**src/rtl/bcrypt_core_output_serializer.sv**
```systemverilog
// Core-side 1-bit result serializer: buffers 16x16-bit packets, shifts out header + 256 bits LSB-first.
// Optional ping-pong buffering enabled by defining BCRYPT_OUTPUT_DOUBLE_BUF_EN.
module bcrypt_core_output_serializer #(
    parameter int unsigned PKT_NUM_WORDS = 16
) (
    input  logic        CLK,
    input  logic        RESET_N,
    input  logic [15:0] din,
    input  logic        wr_en,
    output logic        wr_ready,
    input  logic        rd_en,
    output logic        empty,
    output logic        dout,
    output logic        err_overflow
);

    localparam int unsigned WORD_W   = 16;
    localparam int unsigned WCNT_W   = $clog2(PKT_NUM_WORDS);
    localparam int unsigned WBIT_W   = $clog2(WORD_W);
    localparam int unsigned PKT_BITS = PKT_NUM_WORDS * WORD_W;
    localparam int unsigned BCNT_W   = $clog2(PKT_BITS);
    localparam int unsigned NUM_BUF  = 2;

    localparam logic [WCNT_W-1:0] WORD_LAST = WCNT_W'(PKT_NUM_WORDS - 1);
    localparam logic [BCNT_W-1:0] BIT_LAST  = BCNT_W'(PKT_BITS - 1);

`ifdef BCRYPT_OUTPUT_DOUBLE_BUF_EN
    localparam logic PING_PONG = 1'b1;
`else
    // Single buffer: selectors never toggle, so the second buffer is never used.
    localparam logic PING_PONG = 1'b0;
`endif

    typedef enum logic [1:0] {
        BUF_FREE,
        BUF_FILLING,
        BUF_FULL,
        BUF_SENDING
    } buf_state_t;

    typedef enum logic [1:0] {
        TX_IDLE,
        TX_HEADER,
        TX_DATA
    } tx_state_t;

    tx_state_t          r_tx_state;
    tx_state_t          w_tx_state_nxt;
    buf_state_t         r_buf_state     [NUM_BUF];
    buf_state_t         w_buf_state_nxt [NUM_BUF];
    logic [WORD_W-1:0]  r_mem [NUM_BUF][PKT_NUM_WORDS];

    logic [WCNT_W-1:0]  r_wr_cnt;
    logic [BCNT_W-1:0]  r_bit_cnt;
    logic               r_wr_sel;
    logic               r_rd_sel;
    logic               r_tx_sel;
    logic               r_wr_ready;
    logic               r_empty;
    logic               r_dout;
    logic               r_err_overflow;

    logic               w_wr_fire;
    logic               w_commit;
    logic               w_rd_accept;
    logic               w_tx_last;
    logic               w_wr_sel_nxt;
    logic               w_rd_sel_nxt;
    logic               w_dout_nxt;
    logic               w_empty_nxt;
    logic               w_wr_ready_nxt;
    logic [BCNT_W-1:0]  w_rd_addr;
    logic               w_rd_bit;

    assign w_wr_fire   = wr_en & r_wr_ready;
    assign w_commit    = w_wr_fire & (r_wr_cnt == WORD_LAST);
    assign w_rd_accept = rd_en & ~r_empty & (r_tx_state == TX_IDLE);
    assign w_tx_last   = (r_tx_state == TX_DATA) && (r_bit_cnt == BIT_LAST);

    assign w_wr_sel_nxt = w_commit    ? (r_wr_sel ^ PING_PONG) : r_wr_sel;
    assign w_rd_sel_nxt = w_rd_accept ? (r_rd_sel ^ PING_PONG) : r_rd_sel;

    // Prefetch the bit that goes on the wire next cycle; upper bits pick the word.
    assign w_rd_addr = (r_tx_state == TX_DATA) ? (r_bit_cnt + BCNT_W'(1)) : '0;
    assign w_rd_bit  = r_mem[r_tx_sel][w_rd_addr[BCNT_W-1:WBIT_W]][w_rd_addr[WBIT_W-1:0]];

    // Transmitter state register
    always_ff @(posedge CLK) begin
        if (!RESET_N) begin
            r_tx_state <= TX_IDLE;
        end else begin
            r_tx_state <= w_tx_state_nxt;
        end
    end

    // Transmitter next state and next serial bit
    always_comb begin
        w_tx_state_nxt = r_tx_state;
        w_dout_nxt     = 1'b0;
        case (r_tx_state)
            TX_IDLE: begin
                if (w_rd_accept) begin
                    w_tx_state_nxt = TX_HEADER;
                    w_dout_nxt     = 1'b1;
                end
            end
            TX_HEADER: begin
                w_tx_state_nxt = TX_DATA;
                w_dout_nxt     = w_rd_bit;
            end
            TX_DATA: begin
                if (w_tx_last) begin
                    w_tx_state_nxt = TX_IDLE;
                end else begin
                    w_dout_nxt = w_rd_bit;
                end
            end
            default: begin
                w_tx_state_nxt = TX_IDLE;
            end
        endcase
    end

    // Buffer lifecycle: FREE -> FILLING -> FULL -> SENDING -> FREE
    always_comb begin
        for (int b = 0; b < NUM_BUF; b++) begin
            w_buf_state_nxt[b] = r_buf_state[b];
        end
        if (w_wr_fire) begin
            w_buf_state_nxt[r_wr_sel] = w_commit ? BUF_FULL : BUF_FILLING;
        end
        if (w_rd_accept) begin
            w_buf_state_nxt[r_rd_sel] = BUF_SENDING;
        end
        if (w_tx_last) begin
            w_buf_state_nxt[r_tx_sel] = BUF_FREE;
        end
    end

    // Status flags are derived from the post-edge buffer states
    always_comb begin
        w_empty_nxt = 1'b1;
        for (int b = 0; b < NUM_BUF; b++) begin
            if (w_buf_state_nxt[b] == BUF_FULL) begin
                w_empty_nxt = 1'b0;
            end
        end
        w_wr_ready_nxt = (w_buf_state_nxt[w_wr_sel_nxt] == BUF_FREE) ||
                         (w_buf_state_nxt[w_wr_sel_nxt] == BUF_FILLING);
    end

    // Control and status registers
    always_ff @(posedge CLK) begin
        if (!RESET_N) begin
            for (int b = 0; b < NUM_BUF; b++) begin
                r_buf_state[b] <= BUF_FREE;
            end
            r_wr_cnt       <= '0;
            r_bit_cnt      <= '0;
            r_wr_sel       <= 1'b0;
            r_rd_sel       <= 1'b0;
            r_tx_sel       <= 1'b0;
            r_wr_ready     <= 1'b1;
            r_empty        <= 1'b1;
            r_dout         <= 1'b0;
            r_err_overflow <= 1'b0;
        end else begin
            for (int b = 0; b < NUM_BUF; b++) begin
                r_buf_state[b] <= w_buf_state_nxt[b];
            end
            if (w_wr_fire) begin
                r_wr_cnt <= w_commit ? '0 : (r_wr_cnt + WCNT_W'(1));
            end
            if (r_tx_state == TX_HEADER) begin
                r_bit_cnt <= '0;
            end else if (r_tx_state == TX_DATA) begin
                r_bit_cnt <= r_bit_cnt + BCNT_W'(1);
            end
            if (w_rd_accept) begin
                r_tx_sel <= r_rd_sel;
            end
            r_wr_sel       <= w_wr_sel_nxt;
            r_rd_sel       <= w_rd_sel_nxt;
            r_wr_ready     <= w_wr_ready_nxt;
            r_empty        <= w_empty_nxt;
            r_dout         <= w_dout_nxt;
            r_err_overflow <= r_err_overflow | (wr_en & ~r_wr_ready);
        end
    end

    // Packet storage (distributed RAM, no reset)
    always_ff @(posedge CLK) begin
        if (w_wr_fire) begin
            r_mem[r_wr_sel][r_wr_cnt] <= din;
        end
    end

    assign wr_ready     = r_wr_ready;
    assign empty        = r_empty;
    assign dout         = r_dout;
    assign err_overflow = r_err_overflow;

endmodule

```
**config.mk**
```make
export PLATFORM = sky130hd
export DESIGN_NAME = bcrypt_core_output_serializer
export DESIGN_NICKNAME = d
export VERILOG_FILES = /design/src/rtl/bcrypt_core_output_serializer.sv
export SDC_FILE = /design/constraint.sdc
export NUM_CORES = 1
export LEC_CHECK = 0
export ABC_AREA = 1
export CAP_MARGIN = 20
export CORE_MARGIN = 2
export CORE_UTILIZATION = 40
export DETAILED_ROUTE_END_ITERATION = 16
export SYNTH_ARGS = -nofsm -noshare
export SYNTH_HDL_FRONTEND = slang
export SYNTH_SLANG_ARGS = --single-unit
```
**constraint.sdc**
```tcl
create_clock -name CLK -period 5.9 [get_ports CLK]
set_input_delay 1.18 -clock CLK [delete_from_list [all_inputs] [get_ports CLK]]
set_output_delay 1.18 -clock CLK [all_outputs]
set_load 0.005 [all_outputs]
```
==> metrics.log <==
[metrics] run status: finished, final reports clean
[metrics] via count of the first global-routing pass: 7780
[metrics] final non-filler cell area: 13700 sq um
[metrics] Setup WS post-layout: 2.40 ns
[metrics] kind of start point of the critical path: register
[metrics] post-CTS setup buffer count: 0
[metrics] highest ir drop seen on vdd: 210 uV
[metrics] MaxCap Viol Count: 0
[metrics] CTS Buffer Depth: 3
[metrics] synthesized netlist cell count: 1152
[metrics] number of buffers created by CTS: 29
[metrics] worst flop-to-flop path endpoint: dout
[metrics] share of total power in sequential cells: 54.1%
[metrics] boundary pin count: 24
[metrics] number of failing setup endpoints in the final timing report: 0
[metrics] clock transition at the registers of the reported paths: 0.06 ns
[metrics] share of synthesized area occupied by flip-flops and latches: 66.4%
[metrics] clk_lat worst skew: 0.54 ns
[metrics] placed instance count: 1527
[metrics] average wire length per cell after detail routing: 18.5 microns
[metrics] remaining global-route overflow: 0
[metrics] worst setup path category: register to register
[metrics] distinct cell type count of the synthesized netlist: 27
[metrics] total of flip-flops plus latches after synthesis: 276
[metrics] post-route minimum period: 3.50 ns
[metrics] power per cell area: 293 nW/um^2
[metrics] IO buf count: 23
[metrics] Logic pwr share: 2.6%
[metrics] Die Span X: 178 microns
[metrics] cell type with the highest aggregate area in the netlist: edfxtp_1
[metrics] maximum achievable frequency: 0.286 GHz
[metrics] crit share post-route: 59.2%
[metrics] Pins Over Slew Limit: 0
[metrics] DP HPWL: 16.2 mm
[metrics] routed wire length: 29.2 mm
[metrics] Sinks on Clock Net: 276
[metrics] number of filler instances in the final layout: 2764
[metrics] Global Route Usage Sum: 18.8%
[metrics] Core Rows: 63
[metrics] Synth Cell Area: 12200 sq um
[metrics] Internal: 0.00322 W
[metrics] proportion of layout cells with a drive suffix above 1: 7.57%
[metrics] number of levels the H-tree was split into: 1
[metrics] Resize count post-CTS: 0
[metrics] destination of the worst hold path: err_overflow
[metrics] number of vias per cell: 5.10
[metrics] depth of the most critical reg-to-reg path: 17
[metrics] placed instance area: 12800 sq um
[metrics] net count after synthesis: 1177
[metrics] number of hold violations in the final report: 0
[metrics] number of antenna violations at the first check in global routing: 0
[metrics] reported net switching power: 0.000786 W
[metrics] CTS Root Buffer Type: clkbuf_16
[metrics] clock tree from TritonCTS: built
[metrics] post-placement worst setup slack: 2.31 ns
[metrics] maximum fanout count along the critical path: 35
[metrics] count of nets left with antenna violations after detail routing: 0
[metrics] Post-layout nets: 1193
[metrics] post-layout total power: 0.00400 W
[metrics] final routed DRC violation total: 0
[metrics] Synth area leaders: edfxtp_1 63%, nand2_1 9.4%, nand3_1 6.6%
[metrics] Synth-to-Final Area Change: 12.3%
[metrics] proportion of power drawn by the clock network: 43.3%
[metrics] Detailed Route Iter0 Violations: 592
[metrics] effective utilization at floorplan: 40.9%
[metrics] worst hold path depth: 2
[metrics] critical path capture point type: register
[metrics] vias after detailed routing: 8049
[metrics] data required time of the worst path: 6.32 ns
[metrics] RSZ-0062 raised after global routing: no
[metrics] switching fraction of total power: 19.6%
[metrics] maximum number of pins on one net before global-route repair: 84
[metrics] antenna fix cells: 0
[metrics] Setup Skew: 0.0127 ns
[metrics] Pleak: 5.34 nW
[metrics] number of warnings printed during yosys synthesis: 0
[metrics] relative slew slack: 27.6%
[metrics] startpoint of the most critical register-to-register path: r_tx_state[0]
[metrics] Hold Crit Start: err_overflow
[metrics] detailed-router iteration count before antenna repair: 5
[metrics] average footprint of a synthesized cell: 10.6 sq um
[metrics] summed negative setup slack over all endpoints: 0 ns
[metrics] internal reg-to-reg setup slack: 2.40 ns
[metrics] transition at the pin with the smallest max-transition slack: 1.08 ns
[metrics] total die area: 31900 sq um
[metrics] arrival time of data at the critical path endpoint: 3.92 ns
[metrics] gpl congestion: 0.850
[metrics] Vert. Die Dim: 178 microns
[metrics] wire length of the first global-routing pass: 44.9 mm
[metrics] Synth top area share: 63.1%
[metrics] hold crit path type: register to register
[metrics] core footprint: 29800 sq um
[metrics] Post-CTS Hold Buffers: 0
[metrics] final standard cell count with taps included and fillers excluded: 1579
==> synthesized netlist by cell type, drive strengths merged <==
library cell / n
edfxtp: 256
a21oi: 27
inv: 138
and3: 1
dfxtp: 20
nand3: 163
buf: 50
ha: 5
nor2: 44
o31ai: 1
nand2: 308
o21ai: 57
clkbuf: 9
nand3b: 67
clkinv: 1
nor3: 5
==> stage by stage <==
step	hold WS [ns]	utilization [%]
global route	0.505	45.9
global placement	0.466	42.9
detailed placement	0.468	42.9
finish	0.478	45.9
CTS	0.487	45.9
floorplan	0.460	-
==> logic make-up after synthesis <==
group,count (synthesis),share of synthesized area [%]
flops,276,66.4
compound gates,85,3.54
buf+inv,198,7.15
simple gates,588,22.4
fa+ha+maj,5,0.514
==> worst max-delay path, stage by stage, from the launching register on <==
cell and delay, ns:
dfxtp_1 0.32, inv_1 0.06, nand2_2 0.17, inv_1 0.28, nand2_1 0.15, nor2_4 0.82
buf_4 0.51, o21ai_1 0.14, nand2_1 0.09, nand2_1 0.06, nand3_1 0.10, nand3_1 0.12
nand3_1 0.14, nand3_1 0.12, nand2_1 0.09, nand2_1 0.05, nand3_1 0.07, a21oi_2 0.05
==> per-layer routing <==
layer | GRT usage (%) | vias to the layer above | wire length [microns]
met4 | 5.15 | 0 | 822
met2 | 32.7 | 231 | 14000
li1 | - | 3909 | -
met3 | 2.81 | 52 | 1760
met5 | 0 | - | 0
met1 | 24.4 | 3857 | 12600
==> power groups by stage <==
stage | clock network [W] | registers (W) | logic, W
global route | 0.00185 | 0.00217 | 0.000116
finish | 0.00173 | 0.00217 | 0.000103
floorplan | 0 | 0.00221 | 0.0000418
global placement | 0 | 0.00221 | 0.000103
detailed placement | 0 | 0.00221 | 0.000105
CTS | 0.00177 | 0.00217 | 0.000106
==> final cells by class <==
class / instances / area, sq um / share of cell area [%]
sequential: 276 / 8090 / 59.1
clock buffer: 37 / 756 / 5.53
multi-input combinational: 678 / 3280 / 24.0
inverter: 139 / 522 / 3.82
timing repair buffer: 44 / 400 / 2.93
tap: 390 / 488 / 3.57
clock inverter: 15 / 141 / 1.03
==> placed cells by master, fill, tap and decap left out, drive strengths merged <==
| cell | instances |
|---|---|
| dfxtp | 20 |
| nand2 | 308 |
| and3 | 1 |
| clkinv | 13 |
| nand3 | 163 |
| bufinv | 3 |
| edfxtp | 256 |
| nor3 | 5 |
| nand3b | 67 |
| o21ai | 57 |
| inv | 138 |
| o31ai | 1 |
| clkdlybuf4s50 | 23 |
| a21oi | 27 |
| nor2 | 44 |
| clkbuf | 37 |
| buf | 21 |
| ha | 5 |
==> sequential cells by signal, summed over array words and instances, names as in the netlist <==
signal        cells
empty             1
r_wr_cnt          4
r_bit_cnt         8
dout              1
err_overflow      1
r_tx_state        2
r_mem           256
wr_ready          1
r_buf_state       2
==> worst max path at each step <==
stage             to  slack (ns)  cells past startpoint          start
4_1_cts         dout        2.41                     17  r_tx_state[0]
2_1_floorplan  empty        3.07                      9          wr_en
6_report        dout        2.40                     17  r_tx_state[0]
3_3_place_gp   empty        2.34                     10          wr_en
3_5_place_dp   empty        2.31                     10          wr_en
5_1_grt         dout        2.08                     17  r_tx_state[0]
(Power assumes the default switching activity.)
